==> src/rtl/joypad_port.sv <==
// joypad_port: background poller for the two NES pads plus the CPU-facing
// $4016/$4017 serial read registers.
module joypad_port #(
  parameter int unsigned PULSE_CYCLES = 6,
  parameter int unsigned POLL_GAP     = 1024,
  parameter logic [7:0]  OPEN_BUS     = 8'h40
) (
  input  logic       clock,
  input  logic       reset,
  input  logic [2:0] addr4016w,
  input  logic       naddr4016r,
  input  logic       naddr4017r,
  input  logic       pad1_data,
  input  logic       pad2_data,
  output logic [7:0] cpu_data,
  output logic       pad_latch,
  output logic       pad_clk,
  output logic [7:0] buttons1,
  output logic [7:0] buttons2,
  output logic       frame_done
);

  localparam logic [15:0] PULSE_LAST = 16'(PULSE_CYCLES - 1);
  localparam logic [15:0] GAP_LAST   = 16'(POLL_GAP - 1);

  typedef enum logic [2:0] {
    ST_IDLE   = 3'd0,
    ST_LATCH  = 3'd1,
    ST_SETTLE = 3'd2,
    ST_SAMPLE = 3'd3,
    ST_CLKHI  = 3'd4,
    ST_COMMIT = 3'd5
  } state_t;

  state_t      state_r, state_s;
  logic [15:0] cnt_r;
  logic [2:0]  k_r;
  logic [1:0]  sync1_r, sync2_r;
  logic [7:0]  asm1_r, asm2_r;
  logic [7:0]  rd1_r, rd2_r;
  logic        sel1_r, sel2_r;
  logic        strobe_s;
  logic        unused_addr_s;

  assign strobe_s      = addr4016w[0];
  assign unused_addr_s = ^addr4016w[2:1];

  // Two-flop synchronizers for the asynchronous pad data lines (idle high).
  always_ff @(posedge clock or posedge reset) begin
    if (reset) begin
      sync1_r <= 2'b11;
      sync2_r <= 2'b11;
    end else begin
      sync1_r <= {sync1_r[0], pad1_data};
      sync2_r <= {sync2_r[0], pad2_data};
    end
  end

  // Poll FSM next-state logic; every state leaves itself, so the counter
  // only ever counts within a single visit.
  always_comb begin
    state_s = state_r;
    case (state_r)
      ST_IDLE: begin
        if (cnt_r == GAP_LAST) state_s = ST_LATCH;
        else                   state_s = ST_IDLE;
      end
      ST_LATCH: begin
        if (cnt_r == PULSE_LAST) state_s = ST_SETTLE;
        else                     state_s = ST_LATCH;
      end
      ST_SETTLE: begin
        if (cnt_r == PULSE_LAST) state_s = ST_SAMPLE;
        else                     state_s = ST_SETTLE;
      end
      ST_SAMPLE: begin
        if (k_r == 3'd7) state_s = ST_COMMIT;
        else             state_s = ST_CLKHI;
      end
      ST_CLKHI: begin
        if (cnt_r == PULSE_LAST) state_s = ST_SETTLE;
        else                     state_s = ST_CLKHI;
      end
      ST_COMMIT: state_s = ST_IDLE;
      default:   state_s = ST_IDLE;
    endcase
  end

  // Poll FSM state, interval counter, bit capture and snapshot commit.
  always_ff @(posedge clock or posedge reset) begin
    if (reset) begin
      state_r    <= ST_IDLE;
      cnt_r      <= 16'd0;
      k_r        <= 3'd0;
      asm1_r     <= 8'h00;
      asm2_r     <= 8'h00;
      buttons1   <= 8'h00;
      buttons2   <= 8'h00;
      pad_latch  <= 1'b0;
      pad_clk    <= 1'b0;
      frame_done <= 1'b0;
    end else begin
      state_r <= state_s;
      if (state_s != state_r) cnt_r <= 16'd0;
      else                    cnt_r <= cnt_r + 16'd1;
      pad_latch  <= (state_s == ST_LATCH);
      pad_clk    <= (state_s == ST_CLKHI);
      frame_done <= (state_r == ST_COMMIT);
      case (state_r)
        ST_SAMPLE: begin
          // Pads drive active-low data; store 1 = pressed.
          asm1_r[k_r] <= ~sync1_r[1];
          asm2_r[k_r] <= ~sync2_r[1];
          if (k_r == 3'd7) k_r <= k_r;
          else             k_r <= k_r + 3'd1;
        end
        ST_COMMIT: begin
          buttons1 <= asm1_r;
          buttons2 <= asm2_r;
          k_r      <= 3'd0;
        end
        default: begin
        end
      endcase
    end
  end

  // Read shift registers: strobe reloads every cycle, otherwise a rising
  // read select shifts in a 1 so reads past the eighth return 1.
  always_ff @(posedge clock or posedge reset) begin
    if (reset) begin
      sel1_r <= 1'b1;
      sel2_r <= 1'b1;
      rd1_r  <= 8'h00;
      rd2_r  <= 8'h00;
    end else begin
      sel1_r <= naddr4016r;
      sel2_r <= naddr4017r;
      if (strobe_s) begin
        rd1_r <= buttons1;
        rd2_r <= buttons2;
      end else begin
        if (naddr4016r && !sel1_r) rd1_r <= {1'b1, rd1_r[7:1]};
        else                       rd1_r <= rd1_r;
        if (naddr4017r && !sel2_r) rd2_r <= {1'b1, rd2_r[7:1]};
        else                       rd2_r <= rd2_r;
      end
    end
  end

  // Combinational read data; $4016 wins when both selects are low.
  always_comb begin
    cpu_data = 8'h00;
    if (!naddr4016r)      cpu_data = {OPEN_BUS[7:1], rd1_r[0]};
    else if (!naddr4017r) cpu_data = {OPEN_BUS[7:1], rd2_r[0]};
    else                  cpu_data = 8'h00;
  end

endmodule

==> config.mk <==
export PLATFORM = sky130hd
export DESIGN_NAME = joypad_port
export DESIGN_NICKNAME = d
export VERILOG_FILES = /design/src/rtl/joypad_port.sv
export SDC_FILE = /design/constraint.sdc
export NUM_CORES = 1
export LEC_CHECK = 0
export ABC_AREA = 1
export BUFFER_PORTS_ARGS = -buffer_cell sky130_fd_sc_hd__buf_2
export CAP_MARGIN = 5
export CORE_ASPECT_RATIO = 0.6
export CORE_MARGIN = 4
export CORE_UTILIZATION = 45
export DETAILED_ROUTE_END_ITERATION = 16
export PLACE_DENSITY = 0.67
export SLEW_MARGIN = 20
export SYNTH_ARGS = -nofsm -noshare
export SYNTH_HDL_FRONTEND = slang
export SYNTH_SLANG_ARGS = --single-unit
export TNS_END_PERCENT = 1
==> constraint.sdc <==
create_clock -name clock -period 5.1 [get_ports clock]
set_input_delay 0.765 -clock clock [delete_from_list [all_inputs] [get_ports clock]]
set_output_delay 0.765 -clock clock [all_outputs]
set_load 0.02 [all_outputs]
# After elaboration in Yosys (flattened, before gate mapping)
# Cells that the tools add are included.
[word_totals]
mem_bits_rw = 0
n_memories = 0
in_bits = 9
ff_bits = 79
romBits = 0
latch_bits = 0
out_inout_bits = 27
[op_classes]
bitwise_logic = 2
eq_ne = 12
div = 0
mux = 19
add_sub_neg = 2
n_lt_le_gt_ge = 2
reduce_logical = 10
multipliers = 0
shifts = 0
[op_table]
columns = ["operator", "count"]
rows = [
  ["2-to-1 mux 8 bit", 4],
  ["adder 16 x 1 -> 16 bit, second input constant", 1],
  ["bitwise mux 8 bit", 2],
  ["equality test 16 x 10 -> 1 bit, second input constant", 1],
  ["equality test 16 x 3 -> 1 bit, second input constant", 1],
  ["2-to-1 mux 16 bit", 1],
  ["one-hot mux 3 bit (5 select lines)", 1],
  ["2-to-1 mux 7 bit", 2],
  ["equality test 3 bit, second input constant", 4],
  ["equality test 3 x 1 -> 1 bit, second input constant", 2],
  ["equality test 3 x 2 -> 1 bit, second input constant", 2],
  ["2-to-1 mux 3 bit", 2],
  ["one-hot mux 3 bit (2 select lines)", 1],
  ["nonzero test 2 bit", 3],
  ["< comparator 3 x 4 -> 1 bit, second input constant", 1],
  ["2-to-1 mux 1 bit", 4],
  ["adder 3 x 1 -> 3 bit, second input constant", 1],
  ["demux 1 bit (select 3 bit)", 1],
  ["greater-or-equal comparator 3 x 1 -> 1 bit, second input constant", 1],
  ["logical AND 1 bit", 3],
  ["zero test 3 bit", 1],
  ["!= test 3 bit", 1],
  ["zero test 1 bit", 2],
  ["2-to-1 mux 2 bit", 1],
  ["3 further kinds", 4],
]

# Longest topological paths before layout
# Gate-level depths: netlist of run 1.
[depth]
ltp_word = 5
mapped_depth = 13
mapped_depth_nobuf = 12

# Least setup slack after synthesis of run 1
# No wires, ideal clock.
[synth_path]
path_type = "input to output"
from = "input naddr4016r"
to = "output cpu_data[0]"
path_stages = 1
required_ps = 4335
t_arrival_ps = 1241
setup_slack_ps = 3094
n_path_buf = 0
cell_sequence = "o21ai_0"
[synth_between]
elab_chain_len = 1
[synth_rtl]
columns = ["element", "line", "text"]
rows = [
  ["from (decl)", "11", "input logic naddr4016r,"],
  ["2-to-1 mux 7 bit", "154", "if (!naddr4016r) cpu_data = {OPEN_BUS[7:1], rd1_r[0]};"],
  ["to (decl)", "15", "output logic [7:0] cpu_data,"],
]
# No other way between the ends.

# Worst setup path after layout of run 1
[layout_path]
from = "input addr4016w[0]"
to = "register rd2_r[5]"
[layout_between]
elab_chain_len = 1
[layout_rtl]
columns = ["element", "line", "text"]
rows = [
  ["from (decl)", "10", "input logic [2:0] addr4016w,"],
  ["2-to-1 mux 8 bit or nonzero test 2 bit (tied branches)", "-", ""],
  ["to (signal assigned)", "141", "rd2_r <= buttons2;"],
  ["to (signal assigned)", "145", "if (naddr4017r && !sel2_r) rd2_r <= {1'b1, rd2_r[7:1]};"],
  ["to (signal assigned)", "146", "else rd2_r <= rd2_r;"],
  ["to (decl)", "40", "logic [7:0] rd1_r, rd2_r;"],
]
# Parallel ways exist; a longest one is shown, timed or not.
# A chain may end at the register's enable or synchronous reset.

==> results of run 1 <==
[logic make-up (layout without fill, tap and decap cells)]
| family | Yosys count | after routing |
|---|---|---|
| flops | 79 | 79 |
| compound gates | 55 | 55 |
| buf+inv | 54 | 85 |
| xor+xnor | 10 | 10 |
| fa+ha+maj | 4 | 4 |
| other cells | 1 | 6 |
| simple gates | 201 | 201 |
[worst paths after layout]
check                              from  slack (ps)    endpoint  depth (start not counted)
max                        addr4016w[0]        3060    rd2_r[5]                          5
min                          sync1_r[0]         350  sync1_r[1]                          0
max reg2reg                    cnt_r[0]        3330    cnt_r[3]                         11
min reg2reg                  sync1_r[0]         350  sync1_r[1]                          0
max in group asynchronous         reset        3500  sync2_r[0]                          3
min in group asynchronous         reset         570     pad_clk                          2
[cell type report]
cell class	count	area share [%]
clock inverter	4	0.498
timing repair buffer	29	3.73
inverter	40	3.73
sequential	79	49.3
clock buffer	12	6.37
multi-input combinational	276	33.1
tap	104	3.23
[through the flow]
stage               cells  instance area [um2]  util [%]  setup WS [ps]
CTS                   544                 4020      54.0           3080
floorplan             409                 3560         -           2320
finish                544                 4020      54.0           3060
detailed placement    528                 3750      50.3           2750
global placement      528                 3750      50.3           2600
global route          544                 4020      54.0           2880
[Yosys cell counts]
cell type,number
nand2_1,126
dfrtp_1,73
o21ai_0,39
inv_1,37
nor2_1,35
nand3_1,12
nor2_2,9
a31oi_1,7
xor2_1,7
buf_4,6
dfstp_2,6
clkbuf_1,5
nand2_2,5
o211ai_1,5
ha_1,4
nor3_1,4
a21oi_1,3
inv_2,3
nor2_4,3
xnor2_1,3
buf_2,2
nand2_4,2
buf_12,1
conb_1,1
nand3b_1,1
nand4_1,1
nor3_2,1
nor3_4,1
nor3b_1,1
o21ai_1,1
[state kept, by name, indices dropped and copies added, names as in the netlist, 8 cells and up]
name	count
buttons2	8
rd2_r	8
rd1_r	8
asm1_r	8
buttons1	8
cnt_r	16
asm2_r	8
[power groups by stage]
stage / Sequential [mW] / Clock [mW] / Combinational, mW
after floorplan: 0.661 / 0 / 0.0422
after global placement: 0.663 / 0 / 0.0502
after detailed placement: 0.663 / 0 / 0.0513
after CTS: 0.653 / 0.606 / 0.0518
after global routing: 0.654 / 0.628 / 0.0595
final: 0.653 / 0.581 / 0.0508
[per-layer routing]
| metal | share of wire [%] | track usage, % | vias to the layer above | wire length, um |
|---|---|---|---|---|
| met5 | 0 | 0 | - | 0 |
| met4 | 1.4 | 5.36 | 0 | 92 |
| met3 | 5.9 | 5.07 | 9 | 401 |
| met2 | 39 | 21.9 | 66 | 2650 |
| met1 | 53 | 24.6 | 1227 | 3600 |
| li1 | - | - | 1325 | - |
==> flow_summary_export.csv, run 1 <==
group,metric,value,unit
worst_setup_path,worstPathArrival,2190,ps
cells_and_area,nets,448,
clock_network,cts_resized,0,
global_route,grt_pass1_wl,11900,um
sta,whs,354,ps
clock_network,cts_buffer_depth,2,
worst_setup_path,start_kind,"primary input",
cells_and_area,seqCellArea,1980,um2
sta,fmax,489,MHz
worst_setup_path,cp-end-kind,"flip-flop",
sta,worstMarginPinSlew,945,ps
cells_and_area,areaGrowthSynthToFinish,13.6,%
synthesis,avgSynthCellArea,8.77,um2
synthesis,yosysTopAreaCell,"dfrtp_1",
synthesis,ys_ff_latch,79,
clock_network,cts_max_level,3,
power,p_total,1.29,mW
floorplanning,die-area,9400,um2
sta,drv_slew,0,
synthesis,synth_warnings,0,
synthesis,synth_area,3540,um2
sta,rsz0062_at_grt,"false",
sta,final.setup.tns,0,ps
power,p_leak,2.00,nW
worst_setup_path,path_class,"in -> reg",
sta,setup_violations,0,
floorplanning,initial_core_util,47.6,%
global_route,grt_use_total,16.3,%
cells_and_area,antenna_cells,0,
power,power_frac_clock,45.2,%
synthesis,synth_xor_area_share,2.47,%
floorplanning,dieHeight,76.7,um
floorplanning,core_region_area,7450,um2
worst_setup_path,critPathMaxFanout,21,
cells_and_area,final_common_cell,"nand2_1",
floorplanning,rows,24,
worst_setup_path,cp_top_family,"buffers and inverters",
power,p_switching,274,uW
sta,slew-limit-headroom,36.6,%
sta,final-hold-violation-count,0,
power,ir_worst_vdd,163,uV
synthesis,synth_area_leaders,"dfrtp_1 (52%), nand2_1 (13%), o21ai_0 (5.5%)",
worst_setup_path,cpMaxStageDelayCell,"o21ai_1",
clock_network,ctsHoldBuffers,0,
synthesis,synthMuxAreaShare,0,%
floorplanning,pin_count,36,
detailed_routing,vias,2627,
worst_setup_path,worst-path-buf-inv,2,
global_route,grt_antenna_before_repair,0,
place,hpwl,4870,um
worst_hold_path,hold_class,"reg -> reg",
synthesis,synth.distinct_cells,30,
synthesis,yosysSeqAreaShare,56.0,%
status,outcome,"finished, final reports clean",
job,cap_violations,0,
sta,period_minus_slack,2040,ps
floorplanning,die_w,123,um
detailed_routing,drt_iter0_drc,202,
clock_network,postCtsSetupBuffers,0,
synthesis,synthAdderAreaFrac,1.41,%
clock_network,cts_sinks,79,
detailed_routing,drc,0,
synthesis,synth_top_family_by_area,"simple AND/OR/NAND/NOR gates",
clock_network,path_clk_slew,60,ps
worst_setup_path,required,5250,ps
power,pwr_density_cell,319,nW/um2
sta,clock_skew,6.23,ps
place,gp_congestion,0.855,
clock_network,ctsRootBufferMaster,"clkbuf_16",
clock_network,numCtsBuffers,9,
synthesis,yosys.area_share.simple,24.7,%
power,internal_power,1.01,mW
worst_setup_path,max_stage_delay,490,ps
cells_and_area,final_cell_mix,"nand2_1 (126), dfrtp_1 (73), o21ai_0 (38)",
detailed_routing,drt_wl_total,6750,um
synthesis,postSynthCellCount,404,
synthesis,synth_compound_area_share,8.37,%
global_route,grt_max_degree,45,
worst_setup_path,path_cells,"buf_2 -> inv_1 -> o21ai_1 -> nor2_1 -> a31oi_1",
global_route,gr-total-overflow,0,
synthesis,netlist.area_leader.share,51.6,%
cells_and_area,nFillCells,715,
global_route,grt_pass1_vias,2455,
sta,fin_crit_sh,40.1,%
power,combinationalPowerShare,4.0,%
detailed_routing,post_drt_via_cell_ratio,4.83,
power,p_seq_share,50.8,%
detailed_routing,final_antenna_net_count,0,
power,swShare,21.4,%
clock_network,clk_latency,330,ps
detailed_routing,first_pass_iters,5,
cells_and_area,layout-drive-gt1-share,17.0,%
place,numPortBuffers,27,
clock_network,cts_tree,"done",
detailed_routing,wl_per_cell,12.4,um
cells_and_area,multiInputGateArea,1330,um2
(Power assumes the default switching activity.)
==> inputs of run 2 (changes only) <==
--- a/config.mk
+++ b/config.mk
@@ -5,14 +5,14 @@
 export SDC_FILE = /design/constraint.sdc
 export NUM_CORES = 1
 export LEC_CHECK = 0
-export ABC_AREA = 1
+export ABC_AREA = 0
 export BUFFER_PORTS_ARGS = -buffer_cell sky130_fd_sc_hd__buf_2
 export CAP_MARGIN = 5
 export CORE_ASPECT_RATIO = 0.6
 export CORE_MARGIN = 4
 export CORE_UTILIZATION = 45
 export DETAILED_ROUTE_END_ITERATION = 16
-export PLACE_DENSITY = 0.67
+export PLACE_DENSITY = 0.69
 export SLEW_MARGIN = 20
 export SYNTH_ARGS = -nofsm -noshare
 export SYNTH_HDL_FRONTEND = slang
==> constraint.sdc (replaced) <==
create_clock -name clock -period 1.8 [get_ports clock]
set_input_delay 0.27 -clock clock [delete_from_list [all_inputs] [get_ports clock]]
set_output_delay 0.27 -clock clock [all_outputs]
set_load 0.02 [all_outputs]
==> flow_summary_export.csv, run 2 <==
group,metric,value,unit
status,outcome,"finished, final reports clean",
floorplanning,rows,24,
sta,fin_crit_sh,96.5,%
detailed_routing,first_pass_iters,4,
detailed_routing,post_drt_via_cell_ratio,5.19,
floorplanning,pin_count,36,
cells_and_area,final_common_cell,"dfrtp_1",
synthesis,yosysTopAreaCell,"dfrtp_1",
clock_network,clk_latency,340,ps
place,gp_congestion,0.822,
clock_network,cts_tree,"done",
detailed_routing,drt_iter0_drc,164,
clock_network,numCtsBuffers,9,
cells_and_area,largest_register_ffs,16,
detailed_routing,drc,0,
synthesis,postSynthCellCount,327,
detailed_routing,vias,2449,
place,place_area,3920,um2
clock_network,cts_max_level,3,
detailed_routing,wl_per_cell,14.9,um
worst_setup_path,start_kind,"flip-flop",
synthesis,synth.distinct_cells,44,
power,ir_worst_vdd,556,uV
synthesis,synthTopCellsByCount,"dfrtp_1 (73), nand2_1 (35), o21ai_0 (30), mux2i_1 (19), nor2_1 (15)",
sta,whs,32.3,ps
floorplanning,initial_core_util,48.0,%
clock_network,path_clk_slew,60,ps
floorplanning,die-area,9580,um2
power,p_leak,2.05,nW
global_route,grt_pass1_vias,2299,
synthesis,synth_ff_type,"dfrtp_1",
worst_setup_path,critPathMaxFanout,6,
clock_network,cts_sinks,79,
synthesis,synth_area,3610,um2
global_route,grt_pass1_wl,11800,um
cells_and_area,regMostFlops,"cnt_r",
sta,period_minus_slack,1740,ps
worst_setup_path,required,2020,ps
power,pwr_density_cell,909,nW/um2
cells_and_area,layout-drive-gt1-share,26.6,%
floorplanning,dieHeight,77.4,um
synthesis,synth_edf_count,0,
sta,final-hold-violation-count,0,
cells_and_area,nets,376,
detailed_routing,final_antenna_net_count,0,
synthesis,synth_warnings,0,
synthesis,synth.most_common_cell,"dfrtp_1",
global_route,gr-total-overflow,0,
sta,drv_slew,0,
worst_setup_path,cp-end-kind,"flip-flop",
global_route,grt_max_degree,42,
worst_setup_path,cpMaxStageDelayCell,"dfrtp_1",
worst_hold_path,hold_class,"in -> reg",
place,hpwl,4870,um
worst_setup_path,path_class,"reg -> reg",
job,cap_violations,0,
synthesis,netlist.area_leader.share,50.5,%
global_route,grt_antenna_before_repair,0,
cells_and_area,final_cell_mix,"dfrtp_1 (73), nand2_1 (35), o21ai_0 (30)",
cells_and_area,antenna_cells,0,
sta,setup_slack,63.8,ps
clock_network,cts_buffer_depth,2,
cells_and_area,fin_area,4280,um2
sta,rsz0062_at_grt,"true",
place,pre_cts_ws,10.5,ps
cells_and_area,areaGrowthSynthToFinish,18.5,%
synthesis,synthArstFlopShare,100,%
clock_network,postCtsSetupBuffers,0,
detailed_routing,drt_wl_total,7040,um
worst_setup_path,path_cells,"nor4_4 -> and4_4 -> mux2_2 -> a21o_1",
place,numPortBuffers,27,
worst_setup_path,max_stage_delay,470,ps
synthesis,avgSynthCellArea,11.1,um2
sta,clock_skew,6.52,ps
synthesis,synth_area_leaders,"dfrtp_1 (51%), mux2i_1 (5.3%), dfstp_2 (4.4%)",
sta,setup_violations,0,
synthesis,ys_ff_latch,79,
sta,fmax,576,MHz
power,p_total,3.89,mW
floorplanning,die_w,124,um
clock_network,ctsRootBufferMaster,"clkbuf_16",
cells_and_area,final_core_util,56.8,%
synthesis,yosysSeqAreaShare,54.9,%
global_route,grt_use_total,16.0,%
floorplanning,core_region_area,7540,um2
worst_setup_path,worstPathArrival,1960,ps
run 2: layer usage:
| metal | GRT usage [%] | share of wire (%) | routed length (um) | up-vias |
|---|---|---|---|---|
| li1 | - | - | - | 1189 |
| met1 | 24.4 | 53 | 3720 | 1188 |
| met2 | 20.7 | 40 | 2790 | 64 |
| met3 | 6.40 | 6.3 | 446 | 8 |
| met4 | 4.53 | 1.2 | 85 | 0 |
| met5 | 0 | 0 | 0 | - |
run 2: cells by family (layout without fill, tap and decap cells):
family	Yosys count	after routing	share of synthesized area [%]
AOI/OAI and AO/OA	48	48	7.37
xor gates and xnor gates	14	14	3.39
adders and majority gates	5	6	1.77
buffers and inverters	35	70	4.74
DFF	79	79	54.9
muxes	32	32	9.31
other	1	6	0.104
and+or+nand+nor	113	113	18.4
run 2: power by group:
part / internal [mW] / switching, mW / leakage [nW]
Clock: 1.29 / 0.697 / 0.166
Sequential: 1.79 / 0.0103 / 1.07
Combinational: 0.0295 / 0.0737 / 0.816
Total: 3.11 / 0.781 / 2.05
run 2: critical path, delay by kind of cell, from the launching register on:
| family | cells | cell delay, ps |
|---|---|---|
| flops | 1 | 470 |
| simple gates | 2 | 660 |
| compound gates | 1 | 150 |
| mux | 1 | 340 |
run 2: final cells by class:
cell class	count	area, um2
fill	629	3250
sequential	79	1980
multi-input combinational	219	1500
timing repair buffer	41	280
clock buffer	11	253
tap	104	130
clock inverter	5	78.8
inverter	13	52.6
run 2: final timing paths:
path,start,endpoint,slack [ps],depth (start not counted)
setup / recovery,cnt_r[11],state_r[0],60,4
hold / removal,pad2_data,sync2_r[0],30,1
setup reg to reg,cnt_r[11],state_r[0],60,4
hold reg to reg,sync1_r[0],sync1_r[1],360,0
max in group asynchronous,reset,sel2_r,770,4
min in group asynchronous,reset,asm1_r[7],470,3
run 2: stage by stage:
| step | std cells | setup TNS, ps |
|---|---|---|
| floorplan | 332 | 0 |
| finish | 472 | 0 |
| CTS | 472 | 0 |
| global placement | 454 | 0 |
| detailed placement | 454 | 0 |
| global route | 472 | -27.1 |
run 2: what timing repair did:
item	CTS	global route
gates cloned	1	0
resized for setup	0	2
hold buffers	1	0
hold endpoints to repair	10	0
endpoints found under the setup margin	2	18
pin swaps	1	0
==> inputs of run 3 (changes only) <==
--- a/config.mk
+++ b/config.mk
@@ -10,11 +10,11 @@
 export CAP_MARGIN = 5
 export CORE_ASPECT_RATIO = 0.6
 export CORE_MARGIN = 4
-export CORE_UTILIZATION = 45
+export CORE_UTILIZATION = 63
 export DETAILED_ROUTE_END_ITERATION = 16
-export PLACE_DENSITY = 0.69
+export PLACE_DENSITY = 0.87
 export SLEW_MARGIN = 20
 export SYNTH_ARGS = -nofsm -noshare
 export SYNTH_HDL_FRONTEND = slang
 export SYNTH_SLANG_ARGS = --single-unit
-export TNS_END_PERCENT = 1
+export TNS_END_PERCENT = 30
==> constraint.sdc (replaced) <==
create_clock -name clock -period 2.03 [get_ports clock]
set_input_delay 0.3045 -clock clock [delete_from_list [all_inputs] [get_ports clock]]
set_output_delay 0.3045 -clock clock [all_outputs]
set_load 0.02 [all_outputs]
==> flow_summary_export.csv, run 3 (same netlist as run 2, synthesis figures left out) <==
group,metric,value,unit
clock_network,ctsRootBufferMaster,"clkbuf_8",
clock_network,postCtsSetupBuffers,0,
cells_and_area,areaGrowthSynthToFinish,10.4,%
cells_and_area,nFillCells,374,
power,p_leak,1.91,nW
floorplanning,die-area,7050,um2
sta,setup_violations,0,
sta,slew-limit-headroom,63.6,%
place,pre_cts_ws,231,ps
worst_setup_path,cp-end-kind,"flip-flop",
detailed_routing,drc,0,
cells_and_area,final_cell_mix,"dfrtp_1 (73), nand2_1 (35), o21ai_0 (30)",
worst_setup_path,reg2reg_setup_slack,170,ps
worst_setup_path,r2r_start,"cnt_r[0]",
detailed_routing,post_drt_via_cell_ratio,5.63,
sta,final.setup.tns,0,ps
worst_setup_path,start_kind,"flip-flop",
cells_and_area,largest_register_ffs,16,
clock_network,cts_max_level,3,
sta,worstMarginPinSlew,542,ps
worst_setup_path,cpMaxStageDelayCell,"maj3_4",
floorplanning,rows,21,
detailed_routing,drt_iter0_drc,204,
detailed_routing,wl_per_cell,15.4,um
clock_network,path_clk_slew,90,ps
worst_setup_path,critPathMaxFanout,16,
global_route,grt_use_total,21.6,%
global_route,grt_pass1_wl,11600,um
worst_setup_path,max_stage_delay,450,ps
sta,final-hold-violation-count,0,
status,outcome,"finished, final reports clean",
floorplanning,dieHeight,66.7,um
clock_network,cts_buffer_depth,2,
worst_setup_path,crit_path_start,"cnt_r[0]",
sta,period_minus_slack,1860,ps
place,gp_congestion,0.785,
sta,rsz0062_at_grt,"false",
cells_and_area,stdcell_count,437,
clock_network,ctsHoldBuffers,0,
cells_and_area,layout-drive-gt1-share,24.4,%
cells_and_area,antenna_cells,0,
power,ir_worst_vdd,486,uV
sta,fin_crit_sh,91.7,%
detailed_routing,first_pass_iters,4,
floorplanning,die_w,106,um
clock_network,cts_sinks,79,
worst_setup_path,cp_top_family,"adder cells",
worst_setup_path,worstPathArrival,2100,ps
floorplanning,initial_core_util,64.9,%
cells_and_area,final_core_util,71.7,%
worst_setup_path,path_cells,"ha_1 -> and3b_1 -> and4_4 -> maj3_4 -> nor4_1",
worst_setup_path,path_class,"reg -> reg",
clock_network,cts_tree,"done",
global_route,grt_pass1_vias,2313,
floorplanning,core_region_area,5570,um2
job,cap_violations,0,
power,pwr_density_cell,691,nW/um2
detailed_routing,vias,2460,
sta,setup_slack,167,ps
global_route,grt_antenna_before_repair,0,
place,hpwl,4610,um
clock_network,clk_latency,360,ps
clock_network,cts_resized,0,
sta,fmax,537,MHz
detailed_routing,final_antenna_net_count,0,
sta,whs,43.3,ps
sta,clock_skew,8.44,ps
worst_setup_path,required,2270,ps
cells_and_area,regMostFlops,"cnt_r",
detailed_routing,drt_wl_total,6730,um
cells_and_area,nets,365,
place,dp.cells,421,
global_route,gr-total-overflow,0,
cells_and_area,seqCellArea,1980,um2
place,numPortBuffers,27,
clock_network,numCtsBuffers,9,
floorplanning,pin_count,36,
worst_hold_path,hold_class,"in -> async",
cells_and_area,multiInputGateArea,1480,um2
global_route,grt_max_degree,80,
sta,drv_slew,0,
cells_and_area,final_common_cell,"dfrtp_1",
worst_setup_path,worst-path-buf-inv,0,
run 3: cell count changes in the layout (fill, tap and decap cells not counted), moves of 2 or more:
cell       delta
clkinv_4      +3
clkbuf_8      +7
bufinv_16     -2
clkbuf_16     -9
clkinv_2      -2
buf_4         -8
run 3: worst paths after layout:
check / cells past startpoint / endpoint
setup / recovery: 5 / cnt_r[3]
hold / removal: 3 / rd1_r[4]
setup reg to reg: 5 / cnt_r[3]
hold reg to reg: 0 / sync1_r[1]
max in group asynchronous: 3 / sync1_r[1]
min in group clock: 1 / sync1_r[0]
run 3: metal layers:
layer | vias up | routed length [um] | global-route usage, %
met2 | 81 | 2960 | 32.2
met4 | 0 | 73 | 5.82
li1 | 1173 | - | -
met5 | - | 0 | 0
met1 | 1198 | 3190 | 30.9
met3 | 8 | 506 | 6.87
run 3: tightest hold or removal path, cell delays in order:
cell and delay (ps):
buf_2 110, clkinvlp_4 70, buf_12 340
run 3: layout make-up:
cell class | count | area share [%]
clock buffer | 9 | 3.10
clock inverter | 7 | 1.57
inverter | 13 | 1.32
multi-input combinational | 218 | 37.0
sequential | 79 | 49.7
tap | 80 | 2.51
timing repair buffer | 31 | 4.76
run 3: power by group:
part	total (mW)	leakage, nW	internal, mW	switching, mW
sequential	1.60	1.07	1.59	0.00880
combinational	0.0833	0.751	0.0212	0.0622
clock	1.08	0.0923	0.466	0.612
total	2.76	1.91	2.08	0.683
run 3: metrics by stage:
step | cell area, um2 | total power, mW
3_3_place_gp | 3800 | 1.71
2_1_floorplan | 3640 | 1.69
5_1_grt | 3990 | 2.87
3_5_place_dp | 3800 | 1.71
4_1_cts | 3990 | 2.78
6_report | 3990 | 2.76
